**src/rtl/uc_pkg.sv**
```systemverilog
// Shared definitions for the multicycle control unit.
// Holds the FSM state enum, the opcode-class enum, the opcode and alu_cmd
// encodings, the registered control-output bundle and two small helpers:
// the branch-condition evaluator and the Moore output decoder.
package uc_pkg;

  typedef enum logic [2:0] {
    ST_FETCH  = 3'd0,
    ST_DECODE = 3'd1,
    ST_EXEC   = 3'd2,
    ST_MEM    = 3'd3,
    ST_WB     = 3'd4,
    ST_HALT   = 3'd5
  } state_t;

  // CLS_NONE is the reset value and the class recorded for an illegal opcode.
  typedef enum logic [2:0] {
    CLS_NONE   = 3'd0,
    CLS_R      = 3'd1,
    CLS_I      = 3'd2,
    CLS_LOAD   = 3'd3,
    CLS_STORE  = 3'd4,
    CLS_BRANCH = 3'd5,
    CLS_JAL    = 3'd6,
    CLS_LUI    = 3'd7
  } op_class_t;

  localparam logic [6:0] OP_R      = 7'b0110011;
  localparam logic [6:0] OP_I      = 7'b0010011;
  localparam logic [6:0] OP_LOAD   = 7'b0000011;
  localparam logic [6:0] OP_STORE  = 7'b0100011;
  localparam logic [6:0] OP_BRANCH = 7'b1100011;
  localparam logic [6:0] OP_JAL    = 7'b1101111;
  localparam logic [6:0] OP_LUI    = 7'b0110111;

  localparam logic [3:0] ALU_R  = 4'b0000;
  localparam logic [3:0] ALU_I  = 4'b0001;
  localparam logic [3:0] ALU_S  = 4'b0010;
  localparam logic [3:0] ALU_SB = 4'b0011;
  localparam logic [3:0] ALU_U  = 4'b0100;
  localparam logic [3:0] ALU_UJ = 4'b0101;

  typedef struct packed {
    logic       d_mem_we;
    logic       rf_we;
    logic       pc_we;
    logic       pc_src;
    logic       rf_src;
    logic       alu_src;
    logic       halted;
    logic [3:0] alu_cmd;
  } ctrl_t;

  // Branch condition from funct3 and the ALU zero/MSB flags.
  function automatic logic branch_taken(input logic [2:0] f3,
                                        input logic zero,
                                        input logic msb);
    logic t;
    case (f3)
      3'b000:  t = zero;
      3'b001:  t = !zero;
      3'b100:  t = msb;
      3'b101:  t = !msb;
      default: t = 1'b0;
    endcase
    return t;
  endfunction

  // Moore outputs for a given state, registered class and latched taken bit.
  function automatic ctrl_t ctrl_decode(input state_t st,
                                        input op_class_t cls,
                                        input logic taken);
    ctrl_t c;
    logic  alu_phase;
    c = '0;
    alu_phase = (st == ST_DECODE) || (st == ST_EXEC) ||
                (st == ST_MEM)    || (st == ST_WB);
    if (alu_phase) begin
      case (cls)
        CLS_R:      begin c.alu_cmd = ALU_R;  c.alu_src = 1'b0; end
        CLS_I,
        CLS_LOAD:   begin c.alu_cmd = ALU_I;  c.alu_src = 1'b1; end
        CLS_STORE:  begin c.alu_cmd = ALU_S;  c.alu_src = 1'b1; end
        CLS_BRANCH: begin c.alu_cmd = ALU_SB; c.alu_src = 1'b0; end
        CLS_LUI:    begin c.alu_cmd = ALU_U;  c.alu_src = 1'b1; end
        CLS_JAL:    begin c.alu_cmd = ALU_UJ; c.alu_src = 1'b1; end
        default:    begin c.alu_cmd = ALU_R;  c.alu_src = 1'b0; end
      endcase
    end else begin
      c.alu_cmd = ALU_R;
      c.alu_src = 1'b0;
    end
    c.d_mem_we = (st == ST_MEM) && (cls == CLS_STORE);
    c.rf_src   = ((st == ST_MEM) || (st == ST_WB)) && (cls == CLS_LOAD);
    c.pc_we    = (st == ST_WB);
    c.rf_we    = (st == ST_WB) && (cls != CLS_STORE) &&
                 (cls != CLS_BRANCH) && (cls != CLS_NONE);
    c.pc_src   = (st == ST_WB) &&
                 ((cls == CLS_JAL) || ((cls == CLS_BRANCH) && taken));
    c.halted   = (st == ST_HALT);
    return c;
  endfunction

endpackage

```
**src/rtl/uc_multiciclo_if.sv**
```systemverilog
// Control-unit <-> datapath bundle.
// master (control unit): receives opcode/funct3/alu_flags from the datapath,
//                        drives the enables, mux selects, alu_cmd, halted and
//                        the retired-instruction counter.
// slave  (datapath):     the mirror image.
interface uc_multiciclo_if;
  logic [6:0]  opcode;
  logic [2:0]  funct3;
  logic [3:0]  alu_flags;
  logic        d_mem_we;
  logic        rf_we;
  logic [3:0]  alu_cmd;
  logic        alu_src;
  logic        pc_src;
  logic        rf_src;
  logic        pc_we;
  logic        halted;
  logic [31:0] instret;

  modport master (
    input  opcode, funct3, alu_flags,
    output d_mem_we, rf_we, alu_cmd, alu_src, pc_src, rf_src, pc_we,
           halted, instret
  );

  modport slave (
    output opcode, funct3, alu_flags,
    input  d_mem_we, rf_we, alu_cmd, alu_src, pc_src, rf_src, pc_we,
           halted, instret
  );
endinterface

```
**src/rtl/uc_decoder.sv**
```systemverilog
// Combinational opcode classifier.
// Ports: opcode (in, 7b) -> op_class (class enum), illegal (1 for any
// opcode outside the supported set).
module uc_decoder
  import uc_pkg::*;
(
  input  logic [6:0] opcode,
  output op_class_t  op_class,
  output logic       illegal
);

  // Map the opcode to its class; anything unknown is flagged illegal.
  always_comb begin
    op_class = CLS_NONE;
    illegal  = 1'b0;
    case (opcode)
      OP_R:      op_class = CLS_R;
      OP_I:      op_class = CLS_I;
      OP_LOAD:   op_class = CLS_LOAD;
      OP_STORE:  op_class = CLS_STORE;
      OP_BRANCH: op_class = CLS_BRANCH;
      OP_JAL:    op_class = CLS_JAL;
      OP_LUI:    op_class = CLS_LUI;
      default:   illegal  = 1'b1;
    endcase
  end

endmodule

```
**src/rtl/uc_multiciclo.sv**
```systemverilog
// Multicycle control unit: FETCH -> DECODE -> EXEC -> [MEM] -> WB -> FETCH,
// with an absorbing HALT on illegal opcodes.
// Ports: clk, rst (async, active-high); bus (master modport) carries
// opcode/funct3/alu_flags in and all control outputs plus instret out.
// MEM_WAIT (1..15) sets the number of MEM cycles for loads and stores.
// All outputs come straight from registers; they are computed from the next
// state and next registered class, so alu_flags only reach an output through
// the taken flop.
module uc_multiciclo
  import uc_pkg::*;
#(
  parameter int unsigned MEM_WAIT = 1
) (
  input  logic             clk,
  input  logic             rst,
  uc_multiciclo_if.master  bus
);

  localparam logic [3:0] MEM_CNT_INIT = 4'(MEM_WAIT - 1);

  state_t      state_r;
  state_t      state_nxt_s;
  op_class_t   class_r;
  op_class_t   class_nxt_s;
  op_class_t   dec_class_s;
  logic        dec_illegal_s;
  logic [2:0]  funct3_r;
  logic        taken_r;
  logic        taken_nxt_s;
  logic [3:0]  cnt_r;
  logic [3:0]  cnt_nxt_s;
  logic [31:0] instret_r;
  ctrl_t       ctrl_r;
  logic        unused_flags_s;

  uc_decoder u_decoder (
    .opcode   (bus.opcode),
    .op_class (dec_class_s),
    .illegal  (dec_illegal_s)
  );

  // Flag bits 2..3 carry no meaning for this unit.
  assign unused_flags_s = ^bus.alu_flags[3:2];

  // Next-state, class capture, branch decision and MEM wait counter.
  always_comb begin
    state_nxt_s = state_r;
    class_nxt_s = class_r;
    taken_nxt_s = taken_r;
    cnt_nxt_s   = cnt_r;
    case (state_r)
      ST_FETCH: begin
        state_nxt_s = ST_DECODE;
      end
      ST_DECODE: begin
        class_nxt_s = dec_class_s;
        taken_nxt_s = 1'b0;
        if (dec_illegal_s) begin
          state_nxt_s = ST_HALT;
        end else begin
          state_nxt_s = ST_EXEC;
        end
      end
      ST_EXEC: begin
        if (class_r == CLS_BRANCH) begin
          taken_nxt_s = branch_taken(funct3_r, bus.alu_flags[0],
                                     bus.alu_flags[1]);
        end else begin
          taken_nxt_s = 1'b0;
        end
        if ((class_r == CLS_LOAD) || (class_r == CLS_STORE)) begin
          state_nxt_s = ST_MEM;
          cnt_nxt_s   = MEM_CNT_INIT;
        end else begin
          state_nxt_s = ST_WB;
        end
      end
      ST_MEM: begin
        if (cnt_r == 4'd0) begin
          state_nxt_s = ST_WB;
        end else begin
          cnt_nxt_s = cnt_r - 4'd1;
        end
      end
      ST_WB: begin
        state_nxt_s = ST_FETCH;
      end
      ST_HALT: begin
        state_nxt_s = ST_HALT;
      end
      default: begin
        state_nxt_s = ST_FETCH;
      end
    endcase
  end

  // State, registered instruction fields, retire counter and output flops.
  always_ff @(posedge clk or posedge rst) begin
    if (rst) begin
      state_r   <= ST_FETCH;
      class_r   <= CLS_NONE;
      funct3_r  <= 3'd0;
      taken_r   <= 1'b0;
      cnt_r     <= 4'd0;
      instret_r <= 32'd0;
      ctrl_r    <= '0;
    end else begin
      state_r <= state_nxt_s;
      class_r <= class_nxt_s;
      taken_r <= taken_nxt_s;
      cnt_r   <= cnt_nxt_s;
      if (state_r == ST_DECODE) begin
        funct3_r <= bus.funct3;
      end
      // Retire on leaving WB; wraps naturally at 2^32.
      if (state_r == ST_WB) begin
        instret_r <= instret_r + 32'd1;
      end
      ctrl_r <= ctrl_decode(state_nxt_s, class_nxt_s, taken_nxt_s);
    end
  end

  assign bus.d_mem_we = ctrl_r.d_mem_we;
  assign bus.rf_we    = ctrl_r.rf_we;
  assign bus.pc_we    = ctrl_r.pc_we;
  assign bus.pc_src   = ctrl_r.pc_src;
  assign bus.rf_src   = ctrl_r.rf_src;
  assign bus.alu_src  = ctrl_r.alu_src;
  assign bus.halted   = ctrl_r.halted;
  assign bus.alu_cmd  = ctrl_r.alu_cmd;
  assign bus.instret  = instret_r;

endmodule
```
**src/flat_wrapper.sv**
```systemverilog
// flat-port wrapper written by rule: the top's interface ports become plain ports
module uc_multiciclo_flat import uc_pkg::*;
#(
  parameter int unsigned MEM_WAIT = 1
)
  (clk, rst, bus_opcode, bus_funct3, bus_alu_flags, bus_d_mem_we, bus_rf_we, bus_alu_cmd, bus_alu_src, bus_pc_src, bus_rf_src, bus_pc_we, bus_halted, bus_instret);
  uc_multiciclo_if bus_i ();
  input  logic clk;
  input  logic rst;
  input wire logic [$bits(bus_i.opcode)-1:0] bus_opcode;
  input wire logic [$bits(bus_i.funct3)-1:0] bus_funct3;
  input wire logic [$bits(bus_i.alu_flags)-1:0] bus_alu_flags;
  output wire logic [$bits(bus_i.d_mem_we)-1:0] bus_d_mem_we;
  output wire logic [$bits(bus_i.rf_we)-1:0] bus_rf_we;
  output wire logic [$bits(bus_i.alu_cmd)-1:0] bus_alu_cmd;
  output wire logic [$bits(bus_i.alu_src)-1:0] bus_alu_src;
  output wire logic [$bits(bus_i.pc_src)-1:0] bus_pc_src;
  output wire logic [$bits(bus_i.rf_src)-1:0] bus_rf_src;
  output wire logic [$bits(bus_i.pc_we)-1:0] bus_pc_we;
  output wire logic [$bits(bus_i.halted)-1:0] bus_halted;
  output wire logic [$bits(bus_i.instret)-1:0] bus_instret;
  assign bus_i.opcode = bus_opcode;
  assign bus_i.funct3 = bus_funct3;
  assign bus_i.alu_flags = bus_alu_flags;
  assign bus_d_mem_we = bus_i.d_mem_we;
  assign bus_rf_we = bus_i.rf_we;
  assign bus_alu_cmd = bus_i.alu_cmd;
  assign bus_alu_src = bus_i.alu_src;
  assign bus_pc_src = bus_i.pc_src;
  assign bus_rf_src = bus_i.rf_src;
  assign bus_pc_we = bus_i.pc_we;
  assign bus_halted = bus_i.halted;
  assign bus_instret = bus_i.instret;
  uc_multiciclo #(.MEM_WAIT(MEM_WAIT)) u_core (.clk(clk), .rst(rst), .bus(bus_i));
endmodule
```
**config.mk**
```make
export PLATFORM = sky130hd
export DESIGN_NAME = uc_multiciclo_flat
export DESIGN_NICKNAME = d
export VERILOG_FILES = /design/src/rtl/uc_pkg.sv /design/src/rtl/uc_multiciclo_if.sv /design/src/rtl/uc_decoder.sv /design/src/rtl/uc_multiciclo.sv /design/src/flat_wrapper.sv
export SDC_FILE = /design/constraint.sdc
export NUM_CORES = 1
export LEC_CHECK = 0
export CORE_ASPECT_RATIO = 0.7
export CORE_MARGIN = 4
export CORE_UTILIZATION = 61
export CTS_CLUSTER_DIAMETER = 100
export DETAILED_ROUTE_END_ITERATION = 8
export DONT_BUFFER_PORTS = 1
export GPL_TIMING_DRIVEN = 0
export PLACE_DENSITY = 0.77
export SLEW_MARGIN = 20
export SYNTH_ARGS = -nofsm -noshare
export SYNTH_HDL_FRONTEND = slang
export SYNTH_HIERARCHICAL = 1
export SYNTH_SLANG_ARGS = --single-unit
```
**constraint.sdc**
```tcl
create_clock -name clk -period 4.55 [get_ports clk]
set_clock_uncertainty 0.15 [all_clocks]
set_input_delay 0 -clock clk [delete_from_list [all_inputs] [get_ports clk]]
set_output_delay 0 -clock clk [all_outputs]
set_load 0.05 [all_outputs]
```
==> reports/metrics.yaml, run 1 <==
grt_pass1_vias: 1912
maxCapViolations: 0
hold_buffers: 11
totalWireLength_um: 5610
worst_hold_path_type: "in2reg"
synth_top_area_frac: 0.499
crit_arrival_ps: 2350
fin_nets: 286
synth-seq-cells: 56
critical-path-top-delay-family: "simple AND/OR/NAND/NOR gates"
yosys_warnings: 6
ctsResizeCount: 0
dp_hpwl_um: 3830
grt_pass1_wl_um: 9460
ys_async_sr_fraction: 1.00
drt_iter0_drc: 119
drtAntennaViolNets: 0
synth.cells.most_frequent: "dfrtp_1 (56), xor2_1 (25), nor2_1 (15), nor3_1 (15), nand2_1 (13)"
min_period_ps: 2260
synth_fp_nets: 268
post_drt_wl_per_cell_um: 17.4
cts_setup_buffers: 0
worst-r2r-setup-slack_ps: 2290
ys_types: 54
finalMaxSlewViolations: 0
ff2ff_path_depth: 4
synth_area_leader_cell: "dfrtp_1"
cp_slowest_cell: "dfrtp_1"
n_antenna_cell: 0
rsz0062_at_grt: "false"
finalHoldViolCount: 0
syn_area_um2: 2810
core-area_um2: 4380
final_cells: 323
clk_latency_ps: 310
start_kind: "flop"
setup_violations: 0
crit_buf_inv: 0
crit-reg2reg-launch: "u_core/bus.instret[3]"
area_delta_synth_final_pct: 9.80
slew_headroom: 0.523
fin_setup_tns_ps: 0
regArea_um2: 1400
leakagePower_nw: 1.55
post-route-period-util: 0.497
drive_gt1_frac: 0.127
grt_use_total: 0.214
whs_endpoint: "u_core/taken_r"
antenna_found_initial: 0
fmax_ghz: 0.442
worstHoldPathCells: 4
firstDrtPassIters: 4
avgSynthCellArea_um2: 11.3
num_rows: 20
cp_cell_sequence: "and4_1 > nand4_1 > nor4_1 > xor2_1"
cp_num_cells: 4
critPathMaxFanout: 6
cts_tree: "yes"
yosysMostFrequentCell: "dfrtp_1"
dieArea_um2: 5770
initial_utilization: 0.641
synth_edf_count: 0
via_per_inst: 5.88
critPathRequiredTime_ps: 4640
port_buffers: 0
cts_inserted_buffers: 5
status: "finished, final reports clean"
p_per_area_nw_per_um2: 376
die_x_um: 89.1
cts_max_level: 2
synth_ff_type: "dfrtp_1"
grt.overflow.total: 0
finalWeightedCongestion: 0.803
clock_sinks: 56
vias: 1900
drcViolationCount: 0
worstSetupPathType: "reg2reg"
r2r_end: "u_core/bus.instret[31]"
max_stage_delay_ps: 740
cp-end-kind: "flop"
num_io_pins: 59
clock-root-buffer: "clkbuf_8"
min_from: "bus_alu_flags[0]"
worst_pin_slew_ps: 715
dp_cells: 304
die_height_um: 64.8
clockBufferDepth: 2
fillers: 310
path_clk_slew_ps: 90
seq_area_frac_synth: 0.499
syn_inst: 249
yosys-top-cells-area: "dfrtp_1 (50%), xor2_1 (7.8%), xnor2_1 (3.1%), nor3_1 (2.7%), nand4_4 (2.3%)"
multi_input_area_um2: 1290
vdd_drop_max_mv: 0.290
grt_max_degree: 57
-- how the worst max path moves through the flow --
stage	from	to
floorplan	u_core/bus.instret[9]	u_core/bus.instret[29]
global placement	u_core/bus.instret[8]	u_core/bus.instret[31]
detailed placement	u_core/bus.instret[8]	u_core/bus.instret[31]
CTS	u_core/bus.instret[8]	u_core/bus.instret[31]
global route	u_core/bus.instret[3]	u_core/bus.instret[18]
finish	u_core/bus.instret[3]	u_core/bus.instret[31]
-- cell usage in the layout (no fill, tap or decap), types with 10 or more instances in the layout --
cell type,synthesis,layout
nand2_1,13,13
dlygate4sd3_1,0,11
nor2_1,15,15
inv_1,12,11
nor3_1,15,15
dfrtp_1,56,56
nand3_1,12,12
xor2_1,25,25
xnor2_1,10,10
-- state kept, by name, summed over array words and instances, names as in the netlist --
register / cells
u_core/bus.alu_src: 1
u_core/bus.halted: 1
u_core/taken_r: 1
u_core/bus.rf_we: 1
u_core/bus.d_mem_we: 1
u_core/class_r: 3
u_core/bus.pc_we: 1
u_core/bus.pc_src: 1
u_core/bus.rf_src: 1
u_core/funct3_r: 3
u_core/bus.alu_cmd: 3
u_core/cnt_r: 4
u_core/bus.instret: 32
u_core/state_r: 3
-- through the flow --
stage                     total power [W]  hold slack, ps  setup WS, ps  area (µm²)   util
after floorplan                  0.000833            1.69          2540        2810      -
after global placement           0.000872            3.83          2400        2880  0.657
after detailed placement         0.000878            -130          2290        2880  0.657
after CTS                         0.00116            2.21          2270        3080  0.704
after global routing              0.00122            73.5          2160        3080  0.704
final                             0.00116            30.1          2290        3080  0.704
-- power by group --
group / switching (W) / total, W / internal (W)
registers: 0.000117 / 0.000660 / 0.000544
clock network: 0.000158 / 0.000282 / 0.000124
logic: 0.000116 / 0.000217 / 0.000101
-- routing by layer --
layer  wire, µm  track usage  vias up
met5          0            0        -
met4         58       0.0688        0
met3        407       0.0597        7
met2       2440        0.297       72
met1       2700        0.319      920
li1           -            -      901
-- worst reg2reg max path: cells and delay by family, from the launching register on --
kind / cells / cell delay [ps]
simple gates: 3 / 1120
flops: 1 / 740
xor+xnor: 1 / 180
-- layout make-up --
cell class	count	share of cell area
tap	55	0.0223
inverter	12	0.0154
multi-input combinational	173	0.418
sequential	56	0.455
buffer	8	0.0235
clock buffer	7	0.0280
clock inverter	1	0.00244
timing repair buffer	11	0.0357
-- cell families after synthesis --
group / Yosys count / synth area share
simple gates: 103 / 0.240
flops: 56 / 0.499
xor+xnor: 35 / 0.109
compound gates: 22 / 0.0575
buf+inv: 20 / 0.0419
mux: 9 / 0.0374
fa+ha+maj: 3 / 0.0134
other cells: 1 / 0.00134
No activity file was read; power rests on OpenSTA's default activity.
==> run 2: changes to the inputs <==
--- a/config.mk
+++ b/config.mk
@@ -5,14 +5,15 @@
 export SDC_FILE = /design/constraint.sdc
 export NUM_CORES = 1
 export LEC_CHECK = 0
+export ABC_AREA = 1
 export CORE_ASPECT_RATIO = 0.7
 export CORE_MARGIN = 4
-export CORE_UTILIZATION = 61
+export CORE_UTILIZATION = 57
 export CTS_CLUSTER_DIAMETER = 100
 export DETAILED_ROUTE_END_ITERATION = 8
 export DONT_BUFFER_PORTS = 1
 export GPL_TIMING_DRIVEN = 0
-export PLACE_DENSITY = 0.77
+export PLACE_DENSITY = 0.75
 export SLEW_MARGIN = 20
 export SYNTH_ARGS = -nofsm -noshare
 export SYNTH_HDL_FRONTEND = slang
==> constraint.sdc (replaced) <==
create_clock -name clk -period 1.9 [get_ports clk]
set_clock_uncertainty 0.15 [all_clocks]
set_input_delay 0 -clock clk [delete_from_list [all_inputs] [get_ports clk]]
set_output_delay 0 -clock clk [all_outputs]
set_load 0.05 [all_outputs]
==> run 2 against run 1 <==
Net effect: the flow now finishes with violations (setup timing); global-route usage up 1.1 points; fmax up 18%; power rose to 2.7 times the previous value; first-iteration DRC count up 76%; sequential cell count unchanged; core utilization down 0.50 points; critical path depth up 5; final cell count up 46%; count of clock-buffer cells in the layout down 1; area after synthesis up 6.0%; largest power group unchanged; highest routed layer unchanged.
==> reports/metrics.yaml, run 2 <==
status: "complete, but fails checks"  # was finished, final reports clean
violations: "setup timing"
worst_pin_slew_ps: 671  # was 715 ps
worstSetupPathType: "reg2reg"  # unchanged
synth-seq-cells: 56  # unchanged
avgSynthCellArea_um2: 7.83  # was 11.3 µm²
synth_compound_area_frac: 0.0399  # was 0.0575
fmax_ghz: 0.523  # was 0.442 GHz
r2r_end: "u_core/bus.instret[28]"  # was u_core/bus.instret[31]
start_kind: "flop"  # unchanged
power_w: 0.00317  # was 0.00116 W
cpMostUsedCell: "nand2_1"
finalHoldViolCount: 0  # unchanged
synth.cells.most_frequent: "nand2_1 (108), dfrtp_1 (56), inv_1 (52)"  # was dfrtp_1 (56), xor2_1 (25), nor2_1 (15), nor3_1 (15), nand2_1 (13)
cp-end-kind: "flop"  # unchanged
whs_endpoint: "u_core/class_r[2]"  # was u_core/taken_r
clock_sinks: 56  # unchanged
port_buffers: 0  # unchanged
worst_hold_path_type: "in2reg"  # unchanged
totalWireLength_um: 6850  # was 5610 µm
yosysMostFrequentCell: "nand2_1"  # was dfrtp_1
seq_area_frac_synth: 0.471  # was 0.499
core-area_um2: 4910  # was 4380 µm²
largest_register_ffs: 32  # unchanged
layout_common_cells: "nand2_1 (106), inv_1 (51), nor2_1 (35), dfrtp_1 (29), nand3_1 (26)"  # was dfrtp_1 (56), xor2_1 (25), nor2_1 (15), nor3_1 (15), nand2_1 (13)
grt_pass1_wl_um: 11100  # was 9460 µm
ys_async_sr_fraction: 1.00  # unchanged
synth_xor_area_frac: 0.0618  # was 0.109
leakagePower_nw: 1.66  # was 1.55 nW
synth_fp_nets: 399  # was 268
grt_pass1_vias: 2311  # was 1912
worst-r2r-setup-slack_ps: -10  # was 2290 ps
finalMaxSlewViolations: 0  # unchanged
p_per_area_nw_per_um2: 922  # was 376 nW/µm²
whs_ps: 20.5  # was 30.1 ps
yosys.area_share.adder: 0.0126  # was 0.0134
maxCapViolations: 0  # unchanged
slew_headroom: 0.553  # was 0.523
ff2ff_path_depth: 9  # was 4
num_rows: 21  # was 20
area_delta_synth_final_pct: 15.4  # was 9.80%
intPower_w: 0.00188  # was 0.000768 W
n_antenna_cell: 0  # unchanged
synth_mux_area_frac: 0  # was 0.0374
post_drt_wl_per_cell_um: 14.5  # was 17.4 µm
dp_hpwl_um: 4810  # was 3830 µm
critPathMaxFanout: 4  # was 6
ys_types: 28  # was 54
grt.overflow.total: 0  # unchanged
switchingPower_w: 0.00129  # was 0.000390 W
worstHoldPathCells: 4  # unchanged
synth_edf_count: 0  # unchanged
post-route-period-util: 1.01  # was 0.497
p_comb_frac: 0.217  # was 0.187
dieArea_um2: 6460  # was 5770 µm²
drt_iter0_drc: 210  # was 119
clockBufferDepth: 2  # unchanged
multi_input_area_um2: 1440  # was 1290 µm²
rsz0062_at_grt: "true"  # was false
path_clk_slew_ps: 100  # was 90 ps
clkPwrFrac: 0.220  # was 0.243
critPathRequiredTime_ps: 1960  # was 4640 ps
syn_area_um2: 2980  # was 2810 µm²
synth_simple_gate_area_frac: 0.338  # was 0.240
clk_latency_ps: 310  # about the same
firstDrtPassIters: 4  # unchanged
yosys-top-cells-area: "dfrtp_1 (47%), nand2_1 (14%), inv_1 (6.6%), nand3_1 (5.2%), nor2_1 (4.8%)"  # was dfrtp_1 (50%), xor2_1 (7.8%), xnor2_1 (3.1%), nor3_1 (2.7%), nand4_4 (2.3%)
fillers: 415  # was 310
cts_max_level: 2  # unchanged
syn_inst: 380  # was 249
grt_use_total: 0.225  # was 0.214
antenna_found_initial: 0  # unchanged
grt_max_degree: 57  # unchanged
min_period_ps: 1910  # was 2260 ps
yosys_warnings: 6  # unchanged
synth_ff_type: "dfrtp_1"  # unchanged
final_common_cell: "nand2_1"  # was dfrtp_1
synth_top_area_frac: 0.471  # was 0.499
cp_slowest_cell: "dfrtp_2"  # was dfrtp_1
p_sw_frac: 0.407  # was 0.337
synth_area_leader_cell: "dfrtp_1"  # unchanged
via_per_inst: 5.39  # was 5.88
setup_ws_ps: -12.1  # was 2290 ps
vias: 2538  # was 1900
finalWeightedCongestion: 0.897  # was 0.803
drtAntennaViolNets: 0  # unchanged
die_x_um: 94.4  # was 89.1 µm
crit-reg2reg-launch: "u_core/bus.instret[0]"  # was u_core/bus.instret[3]
drcViolationCount: 0  # unchanged
vdd_drop_max_mv: 0.479  # was 0.290 mV
fin_nets: 420  # was 286
setup_violations: 2  # was 0
die_height_um: 68.5  # was 64.8 µm
cp_cell_sequence: "ha_4 > nand3_4 > nor2_4 > nand2_2 > nor3_4 > buf_4 > nand3_2 > nand2_1 > nand2_1"  # was and4_1 > nand4_1 > nor4_1 > xor2_1
num_io_pins: 59  # unchanged
synth_top_family_by_area: "simple AND/OR/NAND/NOR gates"  # unchanged
cts_tree: "yes"  # unchanged
drive_gt1_frac: 0.197  # was 0.127
clock-root-buffer: "clkbuf_8"  # unchanged
regArea_um2: 1450  # was 1400 µm²
crit_arrival_ps: 1980  # was 2350 ps
min_from: "bus_opcode[5]"  # was bus_alu_flags[0]
max_stage_delay_ps: 590  # was 740 ps
initial_utilization: 0.606  # was 0.641
pwr-share-seq: 0.563  # was 0.570
cts_inserted_buffers: 5  # unchanged
run 2: worst max path at each step:
stage,start,to,cells past startpoint
global route,u_core/bus.instret[0],u_core/bus.instret[20],9
global placement,rst,u_core/bus.instret[1],1
CTS,u_core/bus.instret[1],u_core/bus.instret[26],9
detailed placement,u_core/bus.instret[3],u_core/bus.instret[26],8
floorplan,u_core/bus.instret[1],u_core/bus.instret[24],9
finish,u_core/bus.instret[0],u_core/bus.instret[28],9
run 2: stage by stage:
step	setup WS (ps)	area [µm²]	utilization	setup TNS, ps	instances
after floorplan	34.9	2980	-	0	380
after global placement	-418	3060	0.624	-15170	449
after detailed placement	-227	3070	0.624	-1730	449
after CTS	-51.0	3380	0.688	-280	471
after global routing	-124	3430	0.699	-801	471
final	-12.1	3430	0.699	-23.8	471
run 2: critical path, delay by kind of cell (launching register included):
| kind | cells | cell delay (ps) |
|---|---|---|
| buffers and inverters | 1 | 180 |
| flip-flops | 1 | 590 |
| adder cells (fa/ha/maj) | 1 | 210 |
| AND/OR/NAND/NOR | 7 | 690 |
run 2: what timing repair did:
action,in CTS,in global routing
pin swaps,8,6
hold endpoints to repair,62,0
hold buffers,9,0
setup endpoints to repair,17,21
gates cloned,1,0
buffers inserted,4,0
gates resized for setup,31,22
run 2: final cells by class:
class                      instances  share of cell area
sequential                        56               0.423
multi-input combinational        267               0.420
inverter                          55              0.0616
timing repair buffer              14              0.0372
tap                               69              0.0251
clock buffer                       6              0.0240
buffer                             2             0.00546
clock inverter                     2             0.00401
run 2: routing by layer:
layer / wire, µm / vias up / global-route usage
li1: - / 1242 / -
met1: 3400 / 1187 / 0.337
met2: 2740 / 103 / 0.320
met3: 656 / 6 / 0.0648
met4: 46 / 0 / 0.0523
met5: 0 / - / 0
run 2: power groups by stage:
stage	logic, W	registers (W)	clock network (W)
after global placement	0.000556	0.00176	0
after floorplan	0.000462	0.00173	0
after global routing	0.000785	0.00180	0.000755
final	0.000687	0.00178	0.000697
after detailed placement	0.000581	0.00177	0
after CTS	0.000651	0.00177	0.000705
run 2: logic make-up (layout without fill, tap and decap cells):
family                     after synthesis  in the layout
AOI/OAI and AO/OA                       22             22
xor gates and xnor gates                21             21
adders and majority gates                3              3
buffers and inverters                   57             79
DFF                                     56             56
other                                    1              1
and+or+nand+nor                        220            220
